**config.mk**
```make
export PLATFORM = sky130hd
export DESIGN_NAME = multicycle_control_unit
export DESIGN_NICKNAME = d
export VERILOG_FILES = /design/src/rtl/multicycle_control_unit_pkg.sv /design/src/rtl/multicycle_control_unit_control_decoder.sv /design/src/rtl/multicycle_control_unit.sv
export SDC_FILE = /design/constraint.sdc
export NUM_CORES = 1
export LEC_CHECK = 0
export ABC_AREA = 1
export ABC_CLOCK_PERIOD_IN_PS = 2100
export CORE_AREA = 8 8 52 54
export CTS_CLUSTER_SIZE = 28
export DETAILED_ROUTE_END_ITERATION = 10
export DIE_AREA = 0 0 60 62
export PLACE_DENSITY = 0.75
export RECOVER_POWER = 25
export SETUP_SLACK_MARGIN = 0.1
export SYNTH_ARGS = -nofsm -noshare
export SYNTH_HDL_FRONTEND = slang
export SYNTH_HIERARCHICAL = 1
export SYNTH_SLANG_ARGS = --single-unit
```
**constraint.sdc**
```tcl
create_clock -name CLK -period 2.1 [get_ports CLK]
set_input_delay 0.63 -clock CLK [delete_from_list [all_inputs] [get_ports CLK]]
set_output_delay 0.63 -clock CLK [all_outputs]
set_load 0.01 [all_outputs]
```
**src/rtl/multicycle_control_unit_pkg.sv**
```systemverilog
// Shared constants for the multi-cycle CPU control path: opcodes, FSM state
// encodings, ALU function codes, PC source codes and register-destination
// codes, plus small opcode classification helpers.
package multicycle_control_unit_pkg;

   // Opcodes (IR[31:26])
   localparam logic [5:0] OP_ADD  = 6'b000000;
   localparam logic [5:0] OP_SUB  = 6'b000001;
   localparam logic [5:0] OP_ADDI = 6'b000010;
   localparam logic [5:0] OP_OR   = 6'b010000;
   localparam logic [5:0] OP_AND  = 6'b010001;
   localparam logic [5:0] OP_ORI  = 6'b010010;
   localparam logic [5:0] OP_SLL  = 6'b011000;
   localparam logic [5:0] OP_SLT  = 6'b100110;
   localparam logic [5:0] OP_SW   = 6'b110000;
   localparam logic [5:0] OP_LW   = 6'b110001;
   localparam logic [5:0] OP_BEQ  = 6'b110100;
   localparam logic [5:0] OP_J    = 6'b111000;
   localparam logic [5:0] OP_JR   = 6'b111001;
   localparam logic [5:0] OP_JAL  = 6'b111010;
   localparam logic [5:0] OP_HALT = 6'b111111;

   // FSM state encodings
   localparam logic [2:0] S_IF     = 3'b000;
   localparam logic [2:0] S_ID     = 3'b001;
   localparam logic [2:0] S_EXE_LS = 3'b010;
   localparam logic [2:0] S_MEM    = 3'b011;
   localparam logic [2:0] S_WB_L   = 3'b100;
   localparam logic [2:0] S_EXE_BR = 3'b101;
   localparam logic [2:0] S_EXE_AL = 3'b110;
   localparam logic [2:0] S_WB_AL  = 3'b111;

   // ALU function codes
   localparam logic [2:0] ALU_ADD = 3'b000;
   localparam logic [2:0] ALU_SUB = 3'b001;
   localparam logic [2:0] ALU_SLL = 3'b010;
   localparam logic [2:0] ALU_OR  = 3'b011;
   localparam logic [2:0] ALU_AND = 3'b100;
   localparam logic [2:0] ALU_SLT = 3'b101;

   // PC source select
   localparam logic [1:0] PC_NEXT   = 2'b00;
   localparam logic [1:0] PC_BRANCH = 2'b01;
   localparam logic [1:0] PC_RS     = 2'b10;
   localparam logic [1:0] PC_JUMP   = 2'b11;

   // Register file write destination
   localparam logic [1:0] RD_RA = 2'b00;
   localparam logic [1:0] RD_RT = 2'b01;
   localparam logic [1:0] RD_RD = 2'b10;

   // Instructions that go through EXE_AL / WB_AL
   function automatic logic is_alu_op(input logic [5:0] op);
      case (op)
         OP_ADD, OP_SUB, OP_ADDI, OP_OR, OP_AND,
         OP_ORI, OP_SLL, OP_SLT:                 return 1'b1;
         default:                                return 1'b0;
      endcase
   endfunction

endpackage

```
**src/rtl/multicycle_control_unit_control_decoder.sv**
```systemverilog
// Purely combinational control decoder: (state, opcode, zero) -> every
// datapath select and enable. Enables here are raw; the top gates them
// with reset.
// Ports: state, opcode, zero in; pc_wre, ir_wre, reg_wre, m_rd, m_wr,
// alu_src_a, alu_src_b, ext_sel, alu_op, reg_dst, wr_reg_d_src,
// db_data_src, pc_src out.
module control_decoder
   import multicycle_control_unit_pkg::*;
#(
   parameter int OPW = 6,
   parameter int STW = 3
) (
   input  logic [STW-1:0] state,
   input  logic [OPW-1:0] opcode,
   input  logic           zero,
   output logic           pc_wre,
   output logic           ir_wre,
   output logic           reg_wre,
   output logic           m_rd,
   output logic           m_wr,
   output logic           alu_src_a,
   output logic           alu_src_b,
   output logic           ext_sel,
   output logic [2:0]     alu_op,
   output logic [1:0]     reg_dst,
   output logic           wr_reg_d_src,
   output logic           db_data_src,
   output logic [1:0]     pc_src
);

   always_comb begin
      pc_wre       = 1'b0;
      ir_wre       = 1'b0;
      reg_wre      = 1'b0;
      m_rd         = 1'b0;
      m_wr         = 1'b0;
      pc_src       = PC_NEXT;
      alu_op       = ALU_ADD;
      alu_src_a    = (opcode == OP_SLL);
      alu_src_b    = (opcode == OP_ADDI) || (opcode == OP_ORI) ||
                     (opcode == OP_SW)   || (opcode == OP_LW);
      ext_sel      = (opcode != OP_ORI);
      wr_reg_d_src = (opcode != OP_JAL);
      db_data_src  = (opcode == OP_LW);

      case (opcode)
         OP_ADDI, OP_ORI, OP_LW:                         reg_dst = RD_RT;
         OP_ADD, OP_SUB, OP_OR, OP_AND, OP_SLL, OP_SLT:  reg_dst = RD_RD;
         default:                                        reg_dst = RD_RA;
      endcase

      // IF keeps the ALU on add so the reset/fetch view is a clean default
      if (state != S_IF) begin
         case (opcode)
            OP_SUB, OP_BEQ: alu_op = ALU_SUB;
            OP_SLL:         alu_op = ALU_SLL;
            OP_OR, OP_ORI:  alu_op = ALU_OR;
            OP_AND:         alu_op = ALU_AND;
            OP_SLT:         alu_op = ALU_SLT;
            default:        alu_op = ALU_ADD;
         endcase
      end

      case (state)
         S_IF: ir_wre = 1'b1;
         S_ID: begin
            case (opcode)
               OP_J:   begin pc_wre = 1'b1; pc_src = PC_JUMP; end
               OP_JR:  begin pc_wre = 1'b1; pc_src = PC_RS;   end
               OP_JAL: begin pc_wre = 1'b1; pc_src = PC_JUMP; reg_wre = 1'b1; end
               OP_HALT, OP_BEQ, OP_SW, OP_LW: ;
               // undefined opcodes retire here as a nop
               default: pc_wre = !is_alu_op(opcode);
            endcase
         end
         S_EXE_BR: begin
            pc_wre = 1'b1;
            pc_src = zero ? PC_BRANCH : PC_NEXT;
         end
         S_MEM: begin
            m_wr   = (opcode == OP_SW);
            pc_wre = (opcode == OP_SW);
            m_rd   = (opcode == OP_LW);
         end
         S_WB_AL, S_WB_L: begin
            pc_wre  = 1'b1;
            reg_wre = 1'b1;
         end
         default: ;
      endcase
   end

endmodule

```
**src/rtl/multicycle_control_unit.sv**
```systemverilog
// Multi-cycle CPU control FSM sequencing IF/ID/EXE/MEM/WB. Holds the state
// register, next-state logic and the halt flag; output decode lives in
// control_decoder.
// Ports: CLK, RST (async active-low), opcode, zero in; state and all
// datapath selects/enables out, plus halted.
module multicycle_control_unit
   import multicycle_control_unit_pkg::*;
#(
   parameter int OPW = 6,
   parameter int STW = 3
) (
   input  logic           CLK,
   input  logic           RST,
   input  logic [OPW-1:0] opcode,
   input  logic           zero,
   output logic [STW-1:0] state,
   output logic           PCWre,
   output logic           IRWre,
   output logic           InsMemRW,
   output logic           ALUSrcA,
   output logic           ALUSrcB,
   output logic           ExtSel,
   output logic [2:0]     ALUOp,
   output logic           RegWre,
   output logic [1:0]     RegDst,
   output logic           WrRegDSrc,
   output logic           DBDataSrc,
   output logic           mRD,
   output logic           mWR,
   output logic [1:0]     PCSrc,
   output logic           halted
);

   logic [STW-1:0] next_state;
   logic           halt_q;
   logic           halt_now;
   logic           pc_wre, ir_wre, reg_wre, m_rd, m_wr;

   assign halt_now = (state == S_ID) && (opcode == OP_HALT);

   always_ff @(posedge CLK or negedge RST) begin
      if (!RST) begin
         state  <= S_IF;
         halt_q <= 1'b0;
      end else begin
         state <= next_state;
         if (halt_now) halt_q <= 1'b1;
      end
   end

   always_comb begin
      next_state = S_IF;
      case (state)
         S_IF: next_state = S_ID;
         S_ID: begin
            if (halt_q || opcode == OP_HALT)           next_state = S_ID;
            else if (opcode == OP_BEQ)                 next_state = S_EXE_BR;
            else if (opcode == OP_SW || opcode == OP_LW) next_state = S_EXE_LS;
            else if (is_alu_op(opcode))                next_state = S_EXE_AL;
            else                                       next_state = S_IF;
         end
         S_EXE_LS: next_state = S_MEM;
         S_MEM:    next_state = (opcode == OP_LW) ? S_WB_L : S_IF;
         S_EXE_AL: next_state = S_WB_AL;
         default:  next_state = S_IF;
      endcase
   end

   control_decoder #(.OPW(OPW), .STW(STW)) u_dec (
      .state        (state),
      .opcode       (opcode),
      .zero         (zero),
      .pc_wre       (pc_wre),
      .ir_wre       (ir_wre),
      .reg_wre      (reg_wre),
      .m_rd         (m_rd),
      .m_wr         (m_wr),
      .alu_src_a    (ALUSrcA),
      .alu_src_b    (ALUSrcB),
      .ext_sel      (ExtSel),
      .alu_op       (ALUOp),
      .reg_dst      (RegDst),
      .wr_reg_d_src (WrRegDSrc),
      .db_data_src  (DBDataSrc),
      .pc_src       (PCSrc)
   );

   // Strobes are gated by RST directly so a mid-instruction reset kills
   // them immediately; halt suppresses everything while parked in ID.
   assign PCWre    = RST & pc_wre  & ~halt_q;
   assign IRWre    = RST & ir_wre;
   assign RegWre   = RST & reg_wre & ~halt_q;
   assign mRD      = RST & m_rd;
   assign mWR      = RST & m_wr;
   assign InsMemRW = 1'b1;
   assign halted   = halt_q | halt_now;

endmodule
```
==> impl_metrics.yaml, run 1 <==
run_status:
  outcome: "did not finish"
  stop_stage: "global routing (5_1_grt)"
  toolErrorMsg: "[ERROR DPL-0038] Utilization greater than 100%, impossible to legalize"
synthesis:
  synth_ff_type: "dfrtp_1"
  synth_nets: 151
  ys_ff_latch: 4
  synth_cell_types: 21
  synthCells: 142
  synth-simple-area-share_pct: 61.2
  synth_top_area_share_pct: 15.1
  netlist_area_um2: 746
  yosysWarnings: 6
  synth_compound_area_share_pct: 8.22
  yosysMostFrequentCell: "inv_1"
  synth_edf_count: 0
  syn_area_per_cell_um2: 5.25
  synthTopCellsByArea: "inv_1 15%, nand3_1 15%, nand2_1 15%"
  synth_top_family_by_area: "simple AND/OR/NAND/NOR gates"
  synthXorXnorAreaFrac_pct: 0
  synth.area.mux_share_pct: 0
  synth_top_area_cell: "inv_1"
  async_flop_share_pct: 100
  netlist_top_cells_count: "30 x inv_1, 29 x nand2_1, 22 x nand3_1, 22 x nor2_1, 8 x nor2_2"
  seq_area_frac_synth_pct: 13.4
  synthAdderAreaFrac_pct: 0
placed_design:
  place_inst: 234
  place_hpwl_um: 2330
  port_buffers: 29
  place_congestion: 0.869
  place_ws_ns: -1.07
global_route:
  grt_max_degree: 7
floorplan:
  die_w_um: 60
  ios: 31
  die_height_um: 62
  start_util_pct: 39.2
  rows: 16
clocking:
  htreeDepth: 1
  hold_buffers: 0
  clockRootBuffer: "clkbuf_4"
  clkSinkCount: 4
  cts_buffer_depth: 2
  cts-buffers-inserted: 3
timing:
  grt-worst-endpoint: "PCWre"
  worst-ep-kind: "top-level output"
per-stage QoR:
step	utilization, %	hold WS (ns)	cell area, um^2
2_1_floorplan	-	0.334	748
3_3_place_gp	70.6	0.616	1340
3_5_place_dp	70.6	0.639	1340
4_1_cts	91.1	0.550	1730
cells by family after synthesis:
family	count (synthesis)
AND/OR/NAND/NOR	94
buffers and inverters	32
AO/OA/AOI/OAI	11
flip-flops	4
other	1
timing repair:
action | in CTS
setup buffers | 27
pin swaps | 21
hold endpoints to repair | 0
endpoints found under the setup margin | 18
resized for setup | 173
==> inputs of run 2 (changes only) <==
--- a/config.mk
+++ b/config.mk
@@ -7,13 +7,11 @@
 export LEC_CHECK = 0
 export ABC_AREA = 1
 export ABC_CLOCK_PERIOD_IN_PS = 2100
-export CORE_AREA = 8 8 52 54
-export CTS_CLUSTER_SIZE = 28
+export CORE_AREA = 8 8 69 71
 export DETAILED_ROUTE_END_ITERATION = 10
-export DIE_AREA = 0 0 60 62
-export PLACE_DENSITY = 0.75
+export DIE_AREA = 0 0 77 79
+export PLACE_DENSITY_LB_ADDON = 0.15
 export RECOVER_POWER = 25
-export SETUP_SLACK_MARGIN = 0.1
 export SYNTH_ARGS = -nofsm -noshare
 export SYNTH_HDL_FRONTEND = slang
 export SYNTH_HIERARCHICAL = 1
==> impl_metrics.yaml, run 2 <==
power_and_ir_drop:
  clock_power_share_pct: 40.4
  switchingPower_uw: 116
  comb_power_share_pct: 39.7
  pwr-share-seq_pct: 19.8
  total_power_uw: 393
  internal-power_uw: 277
  p_leak_nw: 0.911
  power.share.switching_pct: 29.5
  peakVddDrop_mv: 0.128
  p_per_area_nw_per_um2: 248
timing:
  final.setup_skew_ns: 0.00174
  rsz0062_at_grt: "true"
  post-route-period-util_pct: 109
  fin_crit_ns: 2.28
  setup_tns_ns: -1.01
  slew_viol_final: 0
  hold_viol: 0
  holdWs_ns: 0.585
  fmax_mhz: 439
  setup_ws_ns: -0.179
  setup_viol: 11
final_layout:
  reg.largest.list: "state x3, halt_q x1"
  layout_commonest_cell: "buf_4"
  final_util_pct: 41.7
  top_register: "state"
  final_nets: 228
  largest_register_ffs: 3
  nFillCells: 418
  layout_common_cells: "37 x buf_4, 26 x nand2_1, 24 x inv_1, 19 x nand3_1, 18 x nor2_1"
  areaGrowthSynthToFinish_pct: 113
  finalInstanceArea_um2: 1590
  antenna_cells: 0
  drive_gt1_share_pct: 47.9
  final_cells: 267
floorplan:
  start_util_pct: 19.6
  die_area_um2: 6080
  rows: 23
  core_area_um2: 3800
  ios: 31
  die_height_um: 79
  die_w_um: 77
route:
  via_per_inst: 4.19
  antenna_left: 0
  dr.pass1.iters: 5
  drt_iter0_markers: 30
  wl_um: 2930
  vias: 1118
  wl_per_cell_um: 11.0
  drc: 0
synthesis:
  netlist_area_um2: 746
  synth_cell_types: 21
  yosysWarnings: 6
  async_flop_share_pct: 100
  synth_nets: 151
  synth_edf_count: 0
  seq_area_frac_synth_pct: 13.4
  synth_ff_type: "dfrtp_1"
  synthTopCellsByArea: "inv_1 15%, nand3_1 15%, nand2_1 15%"
  synthAdderAreaFrac_pct: 0
  synth_top_family_by_area: "simple AND/OR/NAND/NOR gates"
  yosysMostFrequentCell: "inv_1"
  netlist_top_cells_count: "30 x inv_1, 29 x nand2_1, 22 x nand3_1, 22 x nor2_1, 8 x nor2_2"
  syn_area_per_cell_um2: 5.25
  synth_compound_area_share_pct: 8.22
  ys_ff_latch: 4
  synthCells: 142
  synth.area.mux_share_pct: 0
  synth_top_area_share_pct: 15.1
  synth-simple-area-share_pct: 61.2
  synth_top_area_cell: "inv_1"
  synthXorXnorAreaFrac_pct: 0
setup_path:
  r2r-end: "state[0]"
  crit_path_start_kind: "input port"
  reg2reg_depth: 5
  end_kind: "output port"
  rrSetupSlack_ns: 0.94
  path_max_fanout: 7
  path_class: "in2out"
  cp.arrival_ns: 1.65
  crit_required_ns: 1.47
  reg2reg_from: "state[2]"
global_route:
  antenna_found_initial: 0
  grt_pass1_wl_um: 5080
  grt_use_total_pct: 9.90
  overflow: 0
  grt_pass1_vias: 1120
  grt_max_degree: 8
clocking:
  hold_buffers: 0
  cts-buffers-inserted: 3
  cts_buffer_depth: 2
  clkSinkCount: 4
  clk_pin_slew_ns: 0.03
  cts_tree: "built"
  clk_latency_ns: 0.21
  clockRootBuffer: "clkbuf_8"
  htreeDepth: 1
run_status:
  outcome: "complete, but fails checks"
  violations: "negative setup slack"
placed_design:
  place_ws_ns: -1.06
  place_inst: 256
  place_congestion: 0.778
  port_buffers: 29
  place_hpwl_um: 2350
  dpl-instance-area_um2: 1360
worst_hold_path:
  min_path_type: "in2async"
run:
  drv_cap: 0
[run 2: worst max path at each step]
stage	startpoint	to	cells after the start
after floorplan	opcode[5]	PCWre	9
final	opcode[2]	PCWre	11
after detailed placement	opcode[5]	PCWre	10
after global placement	opcode[5]	PCWre	10
after CTS	opcode[3]	PCWre	11
after global routing	opcode[2]	PCWre	9
[run 2: cells by family (layout without fill, tap and decap cells)]
kind of cell | after synthesis | in the layout
DFF | 4 | 4
other | 1 | 1
and+or+nand+nor | 94 | 94
buffers and inverters | 32 | 107
AOI/OAI and AO/OA | 11 | 11
[run 2: final cells by class]
| type | instances | area, um^2 | share of cell area (%) |
|---|---|---|---|
| sequential | 4 | 100 | 6.31 |
| clock buffer | 3 | 41.3 | 2.60 |
| multi-input combinational | 106 | 631 | 39.8 |
| tap | 50 | 62.6 | 3.95 |
| timing repair buffer | 73 | 627 | 39.5 |
| inverter | 31 | 124 | 7.81 |
[run 2: layer usage]
layer | wire, um | part of all wire (%) | global-route usage [%]
met1 | 1290 | 44 | 11.4
met2 | 1530 | 52 | 17.6
met3 | 109 | 3.7 | 2.26
met4 | 0 | 0 | 3.58
met5 | 0 | 0 | 0
[run 2: timing repair]
action                                  in CTS  in global routing
gates resized for setup                    129                 22
setup buffers                                3                  5
cloned                                       0                  0
pin swaps                                   13                  7
endpoints found under the setup margin      18                 17
[run 2: critical path, stage by stage]
cell and delay, ns:
buf_12 0.11, nor2_4 0.21, buf_6 0.14, nand3_4 0.08
nand3_2 0.09, nor2_1 0.04, nand2_1 0.06, nand2_1 0.05
nand2_1 0.05, nor2_1 0.03, buf_2 0.14
[run 2: power by group through the flow]
| stage | Sequential (mW) | Combinational, mW | Clock (mW) |
|---|---|---|---|
| after global placement | 0.0788 | 0.118 | 0 |
| after floorplan | 0.0791 | 0.0491 | 0 |
| after detailed placement | 0.0788 | 0.119 | 0 |
| final | 0.0780 | 0.156 | 0.159 |
| after CTS | 0.0780 | 0.139 | 0.164 |
| after global routing | 0.0780 | 0.169 | 0.169 |
Note: power is estimated with default switching activity, not from simulation.
